===== src/rtl/par2ser_pkg.sv =====
// Shared constants for the serial-link blocks: FSM encodings, default word width,
// and the bit-counter width helper.
package par2ser_pkg;

    localparam int WIDTH_DEFAULT = 8;

    typedef enum logic {
        IDLE  = 1'b0,
        SHIFT = 1'b1
    } state_t;

    // Counter must hold WIDTH-1; never narrower than one bit.
    function automatic int cnt_width(input int w);
        return (w > 2) ? $clog2(w) : 1;
    endfunction

endpackage


===== src/rtl/par2ser_if.sv =====
// Parallel load handshake plus serial output bundle between a word producer and par2ser.
// No latency of its own; ready is the only backpressure signal carried here.
interface par2ser_if #(
    parameter int WIDTH = par2ser_pkg::WIDTH_DEFAULT
);
    logic [WIDTH-1:0] din;
    logic             load;
    logic             ready;
    logic             sout;
    logic             busy;
    logic             done;

    modport master (output din, load, input  ready, sout, busy, done);
    modport slave  (input  din, load, output ready, sout, busy, done);
endinterface


===== src/rtl/par2ser.sv =====
// Parallel-to-serial shifter: first bit one cycle after the accepting edge, WIDTH bits/word.
// Backpressure: ready low while shifting except on the last bit; load ignored when not ready.
module par2ser
    import par2ser_pkg::*;
#(
    parameter int WIDTH     = WIDTH_DEFAULT,
    parameter bit MSB_FIRST = 1'b1
) (
    input  logic     clk,
    input  logic     reset,
    par2ser_if.slave bus
);
    localparam int CW = cnt_width(WIDTH);
    localparam logic [CW-1:0] CNT_LAST = CW'(WIDTH - 1);

    state_t           state_q, state_d;
    logic [WIDTH-1:0] sreg_q,  sreg_d;
    logic [CW-1:0]    cnt_q,   cnt_d;
    logic             ready;

    always_ff @(posedge clk) begin
        if (reset) begin
            state_q <= IDLE;
            sreg_q  <= '0;
            cnt_q   <= '0;
        end else begin
            state_q <= state_d;
            sreg_q  <= sreg_d;
            cnt_q   <= cnt_d;
        end
    end

    always_comb begin
        state_d = state_q;
        sreg_d  = sreg_q;
        cnt_d   = cnt_q;
        if (bus.load && ready) begin
            // Covers both a fresh start from IDLE and a gap-free reload on the last bit.
            state_d = SHIFT;
            sreg_d  = bus.din;
            cnt_d   = CNT_LAST;
        end else if (state_q == SHIFT) begin
            if (cnt_q != '0) begin
                cnt_d  = cnt_q - 1'b1;
                sreg_d = MSB_FIRST ? {sreg_q[WIDTH-2:0], 1'b0}
                                   : {1'b0, sreg_q[WIDTH-1:1]};
            end else begin
                state_d = IDLE;
            end
        end
    end

    // Outputs depend only on registered state so load never reaches ready combinationally.
    always_comb begin
        ready    = (state_q == IDLE) || (cnt_q == '0);
        bus.busy = (state_q == SHIFT);
        bus.done = (state_q == SHIFT) && (cnt_q == '0);
        bus.sout = 1'b0;
        if (state_q == SHIFT) begin
            bus.sout = MSB_FIRST ? sreg_q[WIDTH-1] : sreg_q[0];
        end
        bus.ready = ready;
    end

endmodule

===== src/flat_wrapper.sv =====
// flat-port wrapper written by rule: the top's interface ports become plain ports
module par2ser_flat import par2ser_pkg::*;
#(
    parameter int WIDTH     = WIDTH_DEFAULT,
    parameter bit MSB_FIRST = 1'b1
)
  (clk, reset, bus_din, bus_load, bus_ready, bus_sout, bus_busy, bus_done);
  par2ser_if #(.WIDTH(WIDTH)) bus_i ();
  input  logic clk;
  input  logic reset;
  input wire logic [$bits(bus_i.din)-1:0] bus_din;
  input wire logic [$bits(bus_i.load)-1:0] bus_load;
  output wire logic [$bits(bus_i.ready)-1:0] bus_ready;
  output wire logic [$bits(bus_i.sout)-1:0] bus_sout;
  output wire logic [$bits(bus_i.busy)-1:0] bus_busy;
  output wire logic [$bits(bus_i.done)-1:0] bus_done;
  assign bus_i.din = bus_din;
  assign bus_i.load = bus_load;
  assign bus_ready = bus_i.ready;
  assign bus_sout = bus_i.sout;
  assign bus_busy = bus_i.busy;
  assign bus_done = bus_i.done;
  par2ser #(.WIDTH(WIDTH), .MSB_FIRST(MSB_FIRST)) u_core (.clk(clk), .reset(reset), .bus(bus_i));
endmodule

===== config.mk =====
export PLATFORM = sky130hd
export DESIGN_NAME = par2ser_flat
export DESIGN_NICKNAME = d
export VERILOG_FILES = /design/src/rtl/par2ser_pkg.sv /design/src/rtl/par2ser_if.sv /design/src/rtl/par2ser.sv /design/src/flat_wrapper.sv
export SDC_FILE = /design/constraint.sdc
export NUM_CORES = 1
export LEC_CHECK = 0
export ABC_AREA = 1
export ABC_CLOCK_PERIOD_IN_PS = 1220
export CAP_MARGIN = 0
export CORE_MARGIN = 8
export CORE_UTILIZATION = 44
export CTS_BUF_LIST = sky130_fd_sc_hd__clkbuf_16
export DETAILED_ROUTE_END_ITERATION = 10
export DONT_BUFFER_PORTS = 1
export PLACE_DENSITY_LB_ADDON = 0.3
export SLEW_MARGIN = 10
export SYNTH_ARGS = -nofsm -noshare
export SYNTH_HDL_FRONTEND = slang
export SYNTH_SLANG_ARGS = --single-unit

===== constraint.sdc =====
create_clock -name clk -period 1.22 [get_ports clk]
set_input_delay 0.122 -clock clk [delete_from_list [all_inputs] [get_ports clk]]
set_output_delay 0.122 -clock clk [all_outputs]
set_load 0.005 [all_outputs]

==> metrics.txt <==
# TYPE chip_impl_metric gauge
chip_impl_info{name="critical_path.top_delay_family",value="flip-flops"} 1
chip_impl_metric{name="power",unit="mW"} 1.34
chip_impl_metric{name="max_stage_delay",unit="ns"} 0.32
chip_impl_metric{name="number_of_clock_sinks",unit=""} 12
chip_impl_metric{name="final.fill_count",unit=""} 102
chip_impl_metric{name="min_path_cells",unit=""} 2
chip_impl_info{name="synth_top_cells_by_count",value="nand3_1 (22), nand2_1 (21), inv_1 (13)"} 1
chip_impl_info{name="worst_path_max_delay_cell",value="dfxtp_2"} 1
chip_impl_metric{name="hpwl",unit="um"} 906
chip_impl_metric{name="cp.required",unit="ns"} 1.36
chip_impl_metric{name="max_slew_margin",unit="%"} 81.6
chip_impl_metric{name="grt_pass1_vias",unit=""} 548
chip_impl_metric{name="detail_route.first_pass.iterations",unit=""} 4
chip_impl_metric{name="start_util",unit="%"} 46.1
chip_impl_metric{name="antenna_cells",unit=""} 0
chip_impl_metric{name="fmax",unit="MHz"} 748
chip_impl_metric{name="timing.critical_path.arrival",unit="ns"} 1.48
chip_impl_metric{name="grt.total_usage",unit="%"} 10.9
chip_impl_metric{name="totalWireLength",unit="um"} 1510
chip_impl_metric{name="yosys_warnings",unit=""} 0
chip_impl_metric{name="switching_power",unit="mW"} 0.338
chip_impl_metric{name="yosys_register_bits",unit=""} 12
chip_impl_metric{name="synth-edff-count",unit=""} 0
chip_impl_metric{name="route.antenna.remaining_nets",unit=""} 0
chip_impl_metric{name="max-vdd-ir-drop",unit="uV"} 857
chip_impl_metric{name="synth_sequential_area_ratio",unit="%"} 40.6
chip_impl_metric{name="chipWidth",unit="um"} 52.7
chip_impl_metric{name="die_h",unit="um"} 52.7
chip_impl_metric{name="yosys.cell_types.count",unit=""} 16
chip_impl_metric{name="nets",unit=""} 111
chip_impl_info{name="synthDominantAreaCellType",value="dfxtp_1"} 1
chip_impl_metric{name="antenna_found_initial",unit=""} 0
chip_impl_metric{name="power_per_cell_area",unit="nW/um^2"} 1480
chip_impl_metric{name="ctsLongestPathBuffers",unit=""} 2
chip_impl_metric{name="max_cap_viol_count",unit=""} 0
chip_impl_metric{name="setup_tns",unit="ns"} -0.860
chip_impl_metric{name="via_count",unit=""} 596
chip_impl_metric{name="cts_buffers",unit=""} 3
chip_impl_metric{name="synthesis.area",unit="sq um"} 592
chip_impl_info{name="min-delay-path-class",value="input pin to flop"} 1
chip_impl_metric{name="multiInputGateArea",unit="sq um"} 377
chip_impl_metric{name="largest_net_degree_at_the_start_of_global_routing",unit=""} 12
chip_impl_metric{name="final-max-slew-violation-count",unit=""} 0
chip_impl_metric{name="final_design_area_no_fill",unit="sq um"} 906
chip_impl_info{name="violations",value="negative setup slack"} 1
chip_impl_metric{name="die_area",unit="sq um"} 2770
chip_impl_metric{name="postSynthCellCount",unit=""} 84
chip_impl_metric{name="drt-wirelength-per-cell",unit="um"} 13.5
chip_impl_metric{name="syn_nets",unit=""} 97
chip_impl_metric{name="clk_pin_slew_worst_paths",unit="ns"} 0.05
chip_impl_metric{name="final_core_utilization",unit="%"} 70.5
chip_impl_metric{name="cts.htree.levels",unit=""} 1
chip_impl_metric{name="routability_congestion_estimate_from_global_placement",unit=""} 0.785
chip_impl_metric{name="num_rows",unit=""} 13
chip_impl_info{name="synth.area.top_cells",value="dfxtp_1 (41%), nand3_1 (19%), nand2_1 (13%)"} 1
chip_impl_info{name="cts_root_buf",value="clkbuf_16"} 1
chip_impl_metric{name="place_worst_setup_slack",unit="ns"} -0.0299
chip_impl_metric{name="final-setup-viol-count",unit=""} 13
chip_impl_metric{name="place.port_buffers",unit=""} 0
chip_impl_info{name="crit_path_cell_trace",value="inv_2 -> ha_4 -> ha_4 -> inv_4 -> nand2_8 -> clkbuf_16 -> nand3_2 -> nand3_2 -> nand2_1 -> inv_1"} 1
chip_impl_info{name="yosys_most_used_dff",value="dfxtp_1"} 1
chip_impl_metric{name="avg_cell_area_syn",unit="sq um"} 7.05
chip_impl_metric{name="area.sequential",unit="sq um"} 243
chip_impl_metric{name="fin_worst_skew",unit="ns"} 0.00456
chip_impl_metric{name="cp.buffers_inverters",unit=""} 4
chip_impl_metric{name="hold-worst-slack",unit="ns"} 0.0420
chip_impl_info{name="run_status",value="complete, but fails checks"} 1
chip_impl_metric{name="post_route_cells_drive_above_1_share",unit="%"} 37.1
chip_impl_info{name="synth_most_common_cell",value="nand3_1"} 1
chip_impl_info{name="worst_setup_path_end_kind",value="flop"} 1
chip_impl_info{name="rsz0062_at_grt",value="true"} 1
chip_impl_metric{name="clockPowerShare",unit="%"} 45.6
chip_impl_metric{name="cp.depth",unit=""} 10
chip_impl_metric{name="violation_count_after_the_first_detailed_routing_iteration",unit=""} 14
chip_impl_metric{name="clk_latency",unit="ns"} 0.24
chip_impl_metric{name="post-synth-top-area-fraction",unit="%"} 40.6
chip_impl_info{name="crit_path_start_kind",value="flop"} 1
chip_impl_metric{name="final.setup.worst_slack",unit="ns"} -0.116
chip_impl_metric{name="via_per_inst",unit=""} 5.32
chip_impl_metric{name="core_region_area",unit="sq um"} 1280
chip_impl_metric{name="final-instance-count-excl-fill",unit=""} 112
chip_impl_metric{name="wire_length_of_the_first_global_routing_pass",unit="um"} 2250
chip_impl_info{name="worst-setup-path-type",value="flop to flop"} 1
chip_impl_metric{name="fin_crit_sh",unit="%"} 110
chip_impl_metric{name="syn_to_final_growth",unit="%"} 53.1
chip_impl_metric{name="finalHoldViolCount",unit=""} 0
chip_impl_metric{name="gr-total-overflow",unit=""} 0
chip_impl_metric{name="synthArstFlopShare",unit="%"} 0
chip_impl_metric{name="power.static_leakage",unit="nW"} 0.450
chip_impl_metric{name="tightestPinTransition",unit="ns"} 0.276
chip_impl_metric{name="top_level_ports",unit=""} 15
chip_impl_metric{name="dpl_cell_area",unit="sq um"} 644
chip_impl_metric{name="drt_drc_violations_left",unit=""} 0
chip_impl_metric{name="worst_r2r_path_depth",unit=""} 10
chip_impl_metric{name="place.detailed.instances",unit=""} 100
chip_impl_metric{name="power.share.combinational",unit="%"} 21.2
chip_impl_metric{name="cellInternalPower",unit="mW"} 1.00
chip_impl_metric{name="critical_path.max_fanout",unit=""} 6
chip_impl_metric{name="period_minus_slack",unit="ns"} 1.34
chip_impl_metric{name="swShare",unit="%"} 25.2
chip_impl_info{name="cts_tree",value="yes"} 1
chip_impl_metric{name="seq_power_share",unit="%"} 33.2
[kinds of logic after synthesis]
kind of cell	count (synthesis)	share of synthesized area (%)
and+or+nand+nor	47	37.4
buffers and inverters	18	12.9
DFF	12	40.6
adders and majority gates	2	4.23
AOI/OAI and AO/OA	5	4.86
[worst paths after layout]
check | startpoint | to | slack, ns
worst max-delay path | u_core.cnt_q[0] | u_core.sreg_q[6] | -0.12
worst max register to register | u_core.cnt_q[0] | u_core.sreg_q[6] | -0.12
worst min register to register | u_core.sreg_q[0] | u_core.sreg_q[0] | 0.46
worst min-delay path | bus_load | u_core.bus.busy | 0.04
[metal layers]
layer	GRT usage [%]	up-vias	part of all wire [%]
met5	0	-	0
met4	6.90	0	2.0
met3	4.55	5	7.4
met2	16.6	16	49
met1	12.1	285	41
li1	-	290	-
[state kept, by name, summed over array words and instances (netlist names)]
name	count
u_core.sreg_q	8
u_core.cnt_q	3
u_core.bus.busy	1
[cell type report]
class                   count  area share, %
inverters                  16           6.91
well taps                  15           2.07
clock buffers               3           8.29
flip-flops and latches     12           26.8
repair buffers             11           14.0
clock inverters             1          0.414
multi-input cells          54           41.6
[what timing repair did]
action / in CTS / in global routing
hold endpoints to repair: 2 / 0
gates resized for setup: 7 / 11
endpoints found under the setup margin: 12 / 13
setup buffers: 4 / 2
hold buffers: 1 / 0
gates cloned: 0 / 1
pin swaps: 2 / 6
[power groups by stage]
stage               clock network (mW)  registers, mW  logic, mW
floorplan                            0          0.449      0.153
global placement                     0          0.451      0.177
detailed placement                   0          0.451      0.182
CTS                              0.611          0.445      0.235
global route                     0.625          0.450      0.310
finish                           0.612          0.446      0.285
[cells in the final DEF, fill, tap and decap left out, drive strengths merged]
cell,Yosys,routed
a21oi,4,4
buf,2,9
clkbuf,0,4
clkinv,1,2
dfxtp,12,12
dlygate4sd3,0,1
ha,2,2
inv,15,15
nand2,22,22
nand3,22,22
nor2,3,3
o21ai,1,1
Note: power is estimated with default switching activity, not from simulation.
